### src/rtl/mil1553_pkg.sv
// Shared MIL-STD-1553B constants and encoding helpers used by the Manchester word encoder.
package mil1553_pkg;

   localparam int CELLS_PER_WORD = 40;
   localparam int SYNC_CELLS     = 6;

   localparam logic [SYNC_CELLS-1:0] SYNC_CSW = 6'b111000;
   localparam logic [SYNC_CELLS-1:0] SYNC_DW  = 6'b000111;

   typedef enum logic {SYNC_KIND_DW = 1'b0, SYNC_KIND_CSW = 1'b1} sync_kind_e;

   function automatic logic [1:0] manchester(input logic b);
      return b ? 2'b10 : 2'b01;
   endfunction

   function automatic logic odd_parity(input logic [15:0] word);
      return ~^word;
   endfunction

   // Cell image of a whole word, MSB = c0, so the frame shifts out from bit 39.
   function automatic logic [CELLS_PER_WORD-1:0] build_frame(input sync_kind_e kind,
                                                             input logic [15:0] word);
      logic [CELLS_PER_WORD-1:0] f;
      f = '0;
      f[39:34] = (kind == SYNC_KIND_CSW) ? SYNC_CSW : SYNC_DW;
      for (int i = 0; i < 16; i++) begin
         f[33-2*i -: 2] = manchester(word[15-i]);
      end
      f[1:0] = manchester(odd_parity(word));
      return f;
   endfunction

endpackage

### src/rtl/enc_1553_tick.sv
// Half-bit-cell prescaler: emits a one-clock cell_adv strobe on the last clock of each cell.
module enc_1553_tick #(
   parameter int HALF_BIT_CLKS = 1
) (
   input  logic enc_clk,
   input  logic rst,
   input  logic en_i,
   input  logic clr_i,
   output logic cell_adv_o
);

   localparam int CW = (HALF_BIT_CLKS > 1) ? $clog2(HALF_BIT_CLKS) : 1;
   localparam logic [CW-1:0] LAST = CW'(HALF_BIT_CLKS - 1);

   logic [CW-1:0] cnt_q, cnt_d;

   assign cell_adv_o = en_i & (cnt_q == LAST);

   // NOTE: assigning the default first keeps every path covered, so no latch is inferred.
   always_comb begin
      cnt_d = cnt_q;
      if (clr_i || !en_i || cell_adv_o) begin
         cnt_d = '0;
      end else begin
         cnt_d = cnt_q + CW'(1);
      end
   end

   always_ff @(posedge enc_clk or posedge rst) begin
      if (rst) begin
         cnt_q <= '0;
      end else begin
         cnt_q <= cnt_d;
      end
   end

endmodule

### src/rtl/encoder_1553_src.sv
// MIL-STD-1553B Manchester-II word encoder: sync, 16 data bits MSB first, odd parity; back-to-back capable.
module encoder_1553_src #(
   parameter int HALF_BIT_CLKS = 1
) (
   input  logic        enc_clk,
   input  logic        rst,
   input  logic [15:0] tx_dword,
   input  logic        tx_csw,
   input  logic        tx_dw,
   output logic        tx_busy,
   output logic        tx_data,
   output logic        tx_dval
);

   import mil1553_pkg::*;

   localparam logic [5:0] LAST_CELL = 6'(CELLS_PER_WORD - 1);

   logic                      busy_q, busy_d;
   logic [5:0]                cell_q, cell_d;
   logic [CELLS_PER_WORD-1:0] shreg_q, shreg_d;
   logic                      cell_adv;
   logic                      accept;
   sync_kind_e                kind;

   enc_1553_tick #(.HALF_BIT_CLKS(HALF_BIT_CLKS)) u_tick (
      .enc_clk    (enc_clk),
      .rst        (rst),
      .en_i       (busy_q),
      .clr_i      (accept),
      .cell_adv_o (cell_adv)
   );

   // A request is taken when idle or exactly on the final clock of c39.
   assign accept = (tx_csw | tx_dw) & (~busy_q | ((cell_q == LAST_CELL) & cell_adv));
   assign kind   = tx_csw ? SYNC_KIND_CSW : SYNC_KIND_DW;

   always_comb begin
      busy_d  = busy_q;
      cell_d  = cell_q;
      shreg_d = shreg_q;
      if (accept) begin
         busy_d  = 1'b1;
         cell_d  = '0;
         shreg_d = build_frame(kind, tx_dword);
      end else if (busy_q && cell_adv) begin
         if (cell_q == LAST_CELL) begin
            busy_d  = 1'b0;
            cell_d  = '0;
            shreg_d = '0;
         end else begin
            cell_d  = cell_q + 6'd1;
            shreg_d = {shreg_q[CELLS_PER_WORD-2:0], 1'b0};
         end
      end
   end

   always_ff @(posedge enc_clk or posedge rst) begin
      if (rst) begin
         busy_q  <= 1'b0;
         cell_q  <= '0;
         shreg_q <= '0;
      end else begin
         busy_q  <= busy_d;
         cell_q  <= cell_d;
         shreg_q <= shreg_d;
      end
   end

   assign tx_busy = busy_q;
   assign tx_dval = busy_q;
   assign tx_data = shreg_q[CELLS_PER_WORD-1];

endmodule

### config.mk
export PLATFORM = sky130hd
export DESIGN_NAME = encoder_1553_src
export DESIGN_NICKNAME = d
export VERILOG_FILES = /design/src/rtl/mil1553_pkg.sv /design/src/rtl/enc_1553_tick.sv /design/src/rtl/encoder_1553_src.sv
export SDC_FILE = /design/constraint.sdc
export NUM_CORES = 1
export LEC_CHECK = 0
export CAP_MARGIN = 30
export CORE_UTILIZATION = 25
export CTS_CLUSTER_DIAMETER = 40
export DETAILED_ROUTE_END_ITERATION = 16
export GPL_ROUTABILITY_DRIVEN = 0
export SLEW_MARGIN = 5
export SYNTH_ARGS = -nofsm -noshare
export SYNTH_HDL_FRONTEND = slang
export SYNTH_SLANG_ARGS = --single-unit
### constraint.sdc
create_clock -name enc_clk -period 1.64 [get_ports enc_clk]
set_input_delay 0.328 -clock enc_clk [delete_from_list [all_inputs] [get_ports enc_clk]]
set_output_delay 0.328 -clock enc_clk [all_outputs]
set_load 0.1 [all_outputs]
Word level (Yosys, flattened, before mapping):

Cells that the tools add are included.

* reduce and logical (&&, ||, !) cells: 8
* multiplexer cells: 29
* bitwise logic cells: 7
* equality and inequality tests: 1
* add/sub/neg operators: 2

Operators by type and width (count)
* 40-bit 2-to-1 mux: 3
* 2-bit 2-to-1 mux: 17
* 6-bit 2-to-1 mux: 4
* 16-bit XNOR reduction: 1
* 6-bit by 1-bit adder with 6-bit output (second input constant): 1
* 6-bit == test (second input constant): 1
* 1-bit 2-to-1 mux: 5
* 2-bit nonzero test: 2
* 1-bit bitwise AND: 3
* 1-bit logical OR: 2
* 1-bit NOT: 2
* 1-bit bitwise OR: 2
* 2-bit AND reduction: 1
* 1-bit adder (second input constant): 1
* 1-bit logical AND: 1
* 1-bit logical NOT: 1

* word-level logic and storage cells: 51
* bits of input ports: 20
* output and inout port bits: 3
* register bits after elaboration: 48

Depth between registers and ports, before layout:

* depth in word-level cells: 8
* mapped depth: 8
* depth with buffers taken out: 6

Modules after synthesis:

Synthesis repeated with hierarchy kept, for this count alone.

* cell total of the unflattened synthesis: 244
* area, all modules: 2427.3 µm²

By module, submodules not included
* encoder_1553_src: sequential area each 1176.1 µm², cells each 240, area an instance 2381.0 µm², times used 1
* enc_1553_tick: sequential area each 25.0 µm², cells each 4, area an instance 46.3 µm², times used 1

Worst setup path after synthesis:

No wires, ideal clock.

* path kind: register to register
* start point: register busy_q, in the netlist tx_busy
* end point: register shreg_q[18]
* setup slack: -0.417 ns
* path buffers: 3
* data required time: 1.563 ns
* period minus slack after synthesis: 2.057 ns
* setup time: 0.077 ns
* cell stages (with the launch flop): 8
* data arrival time: 1.979 ns
* cells stage by stage: dfrtp_1 > clkbuf_1 > nand2_1 > o31ai_1 > buf_2 > buf_2 > a22oi_1 > o21ai_1

* word-level cells in the longest chain between the ends: 5
* elaborated cells on any way between the ends: 8
* those cells by class: 1 x mux; 5 x bitwise; 2 x reduce/logical

Ends and longest elaborated chain
* start: declaration: RTL line encoder_1553_src.sv:19 `logic busy_q, busy_d;`
* start signal: assignment: RTL line encoder_1553_src.sv:64 `busy_q <= busy_d;`
* 1-bit bitwise AND: RTL line enc_1553_tick.sv:17 `assign cell_adv_o = en_i & (cnt_q == LAST);`
* 1-bit bitwise AND: RTL line encoder_1553_src.sv:35 `assign accept = (tx_csw | tx_dw) & (~busy_q | ((cell_q == LAST_CELL) & cell_adv));`
* 1-bit bitwise OR: RTL line encoder_1553_src.sv:35
* 1-bit bitwise AND: RTL line encoder_1553_src.sv:35
* 40-bit 2-to-1 mux / 2-bit nonzero test (equally long branches)
* end signal: assignment: RTL line encoder_1553_src.sv:66 `shreg_q <= shreg_d;`
* end: declaration: RTL line encoder_1553_src.sv:21 `logic [CELLS_PER_WORD-1:0] shreg_q, shreg_d;`

Parallel ways exist; a longest one is shown, timed or not.
A chain may end at the register's enable or synchronous reset.

Worst setup path after layout:

* start point: register cell_q[0]
* end point: register shreg_q[1]

* word-level cells in the longest chain between the ends: 5
* elaborated cells on any way between the ends: 8
* those cells by class: 1 x eq/ne; 3 x mux; 3 x bitwise; 1 x reduce/logical

Ends and longest elaborated chain
* start: declaration: RTL line encoder_1553_src.sv:20 `logic [5:0] cell_q, cell_d;`
* start signal: assignment: RTL line encoder_1553_src.sv:65 `cell_q <= cell_d;`
* 6-bit == test *: RTL line encoder_1553_src.sv:35, encoder_1553_src.sv:47
* 1-bit bitwise AND: RTL line encoder_1553_src.sv:35
* 1-bit bitwise OR: RTL line encoder_1553_src.sv:35
* 1-bit bitwise AND: RTL line encoder_1553_src.sv:35
* 40-bit 2-to-1 mux / 2-bit nonzero test (equally long branches)

Every way passes the cells marked *; elsewhere a longest branch is shown, timed or not. The select of a mux whose other input is x is not followed.

==> results_dict.tcl <==
set metrics [dict create \
    outcome "finished, violations left" \
    violations "setup timing" \
    core_area_um2 8720 \
    grt.total_usage 0.104 \
    fin_ws_ps -82.2 \
    crit_type "reg2reg" \
    muxShareOfSynthArea 0 \
    num-fill-cells 864 \
    ir_drop_mv 0.469 \
    yosys.area_share.simple 0.0682 \
    wl_per_cell_um 12.3 \
    synth_edf_count 0 \
    die-area_um2 9410 \
    cp_max_fo 4 \
    place_area_um2 2880 \
    skew_ps 4.16 \
    tns_ps -1030 \
    rsz0062_at_grt "yes" \
    finalSetupViolations 36 \
    grt_max_degree 49 \
    fin_crit_sh 1.05 \
    grt_overflow_total 0 \
    path_clk_slew_ps 90 \
    layout_commonest_cell "dfrtp_1" \
    clock-sinks 48 \
    tritoncts "done" \
    drt-total-wl_um 4700 \
    ys_warn_count 0 \
    avgSynthCellArea_um2 10.3 \
    syn_area_um2 2260 \
    io_buffer_count 22 \
    fin_nets 295 \
    hold_ws_ps 377 \
    cts_hold_buf 0 \
    synth_top_family_by_area "compound AO/OA/AOI/OAI gates" \
    hold_viol 0 \
    die_h_um 97.0 \
    via_per_inst 4.58 \
    first_pass_iters 4 \
    timing.fmax_ghz 0.581 \
    use_met1 0.134 \
    min_period_ps 1720 \
    arrival_ps 1920 \
    netlist_instances 219 \
    p_total_uw 4340 \
    asyncSetResetFlopFracSynth 1.00 \
    synth_compound_area_frac 0.256 \
    cts-htree-levels 2 \
    vias 1754 \
    cts_buffers 5 \
    hold_path.class "in2async" \
    fin_area_um2 3060 \
    critPathCaptureType "flop" \
    synthesis.nets 240 \
    met2_usage 0.174 \
    grt_pass1_wl_um 7870 \
    ant_nets 0 \
    layout-drive-gt1-share 0.255 \
    synth_flop_cell "dfrtp_1" \
    route.detailed.drc 0 \
    grt-busiest-layer "met2" \
    synthDistinctLibCells 33 \
    area_growth_pct 35.5 \
    synthAdderAreaFrac 0.00555 \
    ioPinCount 23 \
    initial_utilization 0.259 \
    maxCapViolations 0 \
    num_antenna_cells 0 \
    antenna_found_initial 0 \
    crit_required_ps 1840 \
    clk_latency_ps 300 \
    mostFrequentLayoutCells "dfrtp_1 (47), buf_4 (35), o21ai_1 (29)" \
    dp_hpwl_um 3290 \
    clock_tree.root_cell "clkbuf_8" \
    ys_seq_area_frac 0.532 \
    rows 34 \
    grt_pass1_vias 1662 \
    fin_util 0.351 \
    p_per_area_nw_per_um2 1420 \
    synthXorXnorAreaFrac 0.0660 \
    dr.first_iter.drc_count 92 \
    start_kind "flop" \
    met3_usage 0.0238 \
    ys_ff_latch 48 \
    die_width_um 97.0 \
    report.final.slew_viol_count 0 \
    p_leak_uw 0.00136 \
    clock_path_buffers 2 \
]
-- power by group --
| part | switching, uW | total [uW] | internal, uW |
|---|---|---|---|
| clock network | 394 | 845 | 451 |
| registers | 324 | 2010 | 1690 |
| logic | 702 | 1480 | 777 |
-- per-stage QoR --
| step | worst slack, ps | std cells |
|---|---|---|
| after floorplan | -14.3 | 219 |
| after global placement | -160 | 373 |
| after detailed placement | -185 | 373 |
| after CTS | -81.8 | 381 |
| after global routing | -145 | 383 |
| final | -82.2 | 383 |
-- routing by layer --
layer	vias to the layer above	routed length, um
met2	23	2410
li1	876	-
met1	853	2150
met3	2	125
met4	0	14
met5	-	0
-- synthesized netlist by cell type, drive strengths merged, types with 3 or more instances --
cell type	number	share of area
clkbuf	5	0.0083
inv	18	0.030
dfrtp	48	0.53
nand2	9	0.016
buf	9	0.032
nor2	14	0.023
o21ai	38	0.088
xor2	4	0.016
a22oi	32	0.11
xnor2	13	0.050
a21oi	9	0.025
a22o	3	0.012
-- worst max-delay path, stage by stage (launching register included) --
cell	delay, ps
dfrtp_1	380
ha_2	190
and4bb_1	230
nand2_2	60
and3b_2	250
buf_4	150
a22o_1	220
a21o_1	140
-- final cells by class --
type | instances | area (um2) | share of cell area
sequential | 48 | 1200 | 0.394
multi-input combinational | 139 | 951 | 0.311
timing repair buffer | 62 | 587 | 0.192
tap | 108 | 135 | 0.0442
clock buffer | 5 | 68.8 | 0.0225
inverter | 18 | 67.6 | 0.0221
clock inverter | 3 | 42.5 | 0.0139
-- cell families after synthesis --
logic type               after synthesis
buffers and inverters                 32
AO/OA/AOI/OAI                         88
other                                  1
AND/OR/NAND/NOR                       32
adder cells (fa/ha/maj)                1
flip-flops                            48
XOR/XNOR                              17
-- repair_timing --
item,in CTS,in global routing
buffers inserted,0,2
gates resized for setup,0,14
setup endpoints to repair,39,44
-- final timing paths --
check                                       startpoint                      to  cells after the start  slack, ps
worst max-delay path             cell_q[0]$_DFFE_PP0P_  shreg_q[1]$_DFFE_PP0P_                      7        -80
worst min-delay path                               rst     tx_busy$_DFFE_PP0P_                      3        380
worst max register to register   cell_q[0]$_DFFE_PP0P_  shreg_q[1]$_DFFE_PP0P_                      7        -80
worst min register to register  shreg_q[0]$_DFFE_PP0P_  shreg_q[0]$_DFFE_PP0P_                      2        510
max in group asynchronous                          rst     tx_busy$_DFFE_PP0P_                      3       1030
min in group enc_clk            shreg_q[0]$_DFFE_PP0P_  shreg_q[0]$_DFFE_PP0P_                      2        510
-- state kept, by name, indices dropped and copies added (netlist names) --
signal,count
cell_q,6
tx_busy,1
u_tick.cnt_q,1
shreg_q,40
Note: power is estimated with default switching activity, not from simulation.
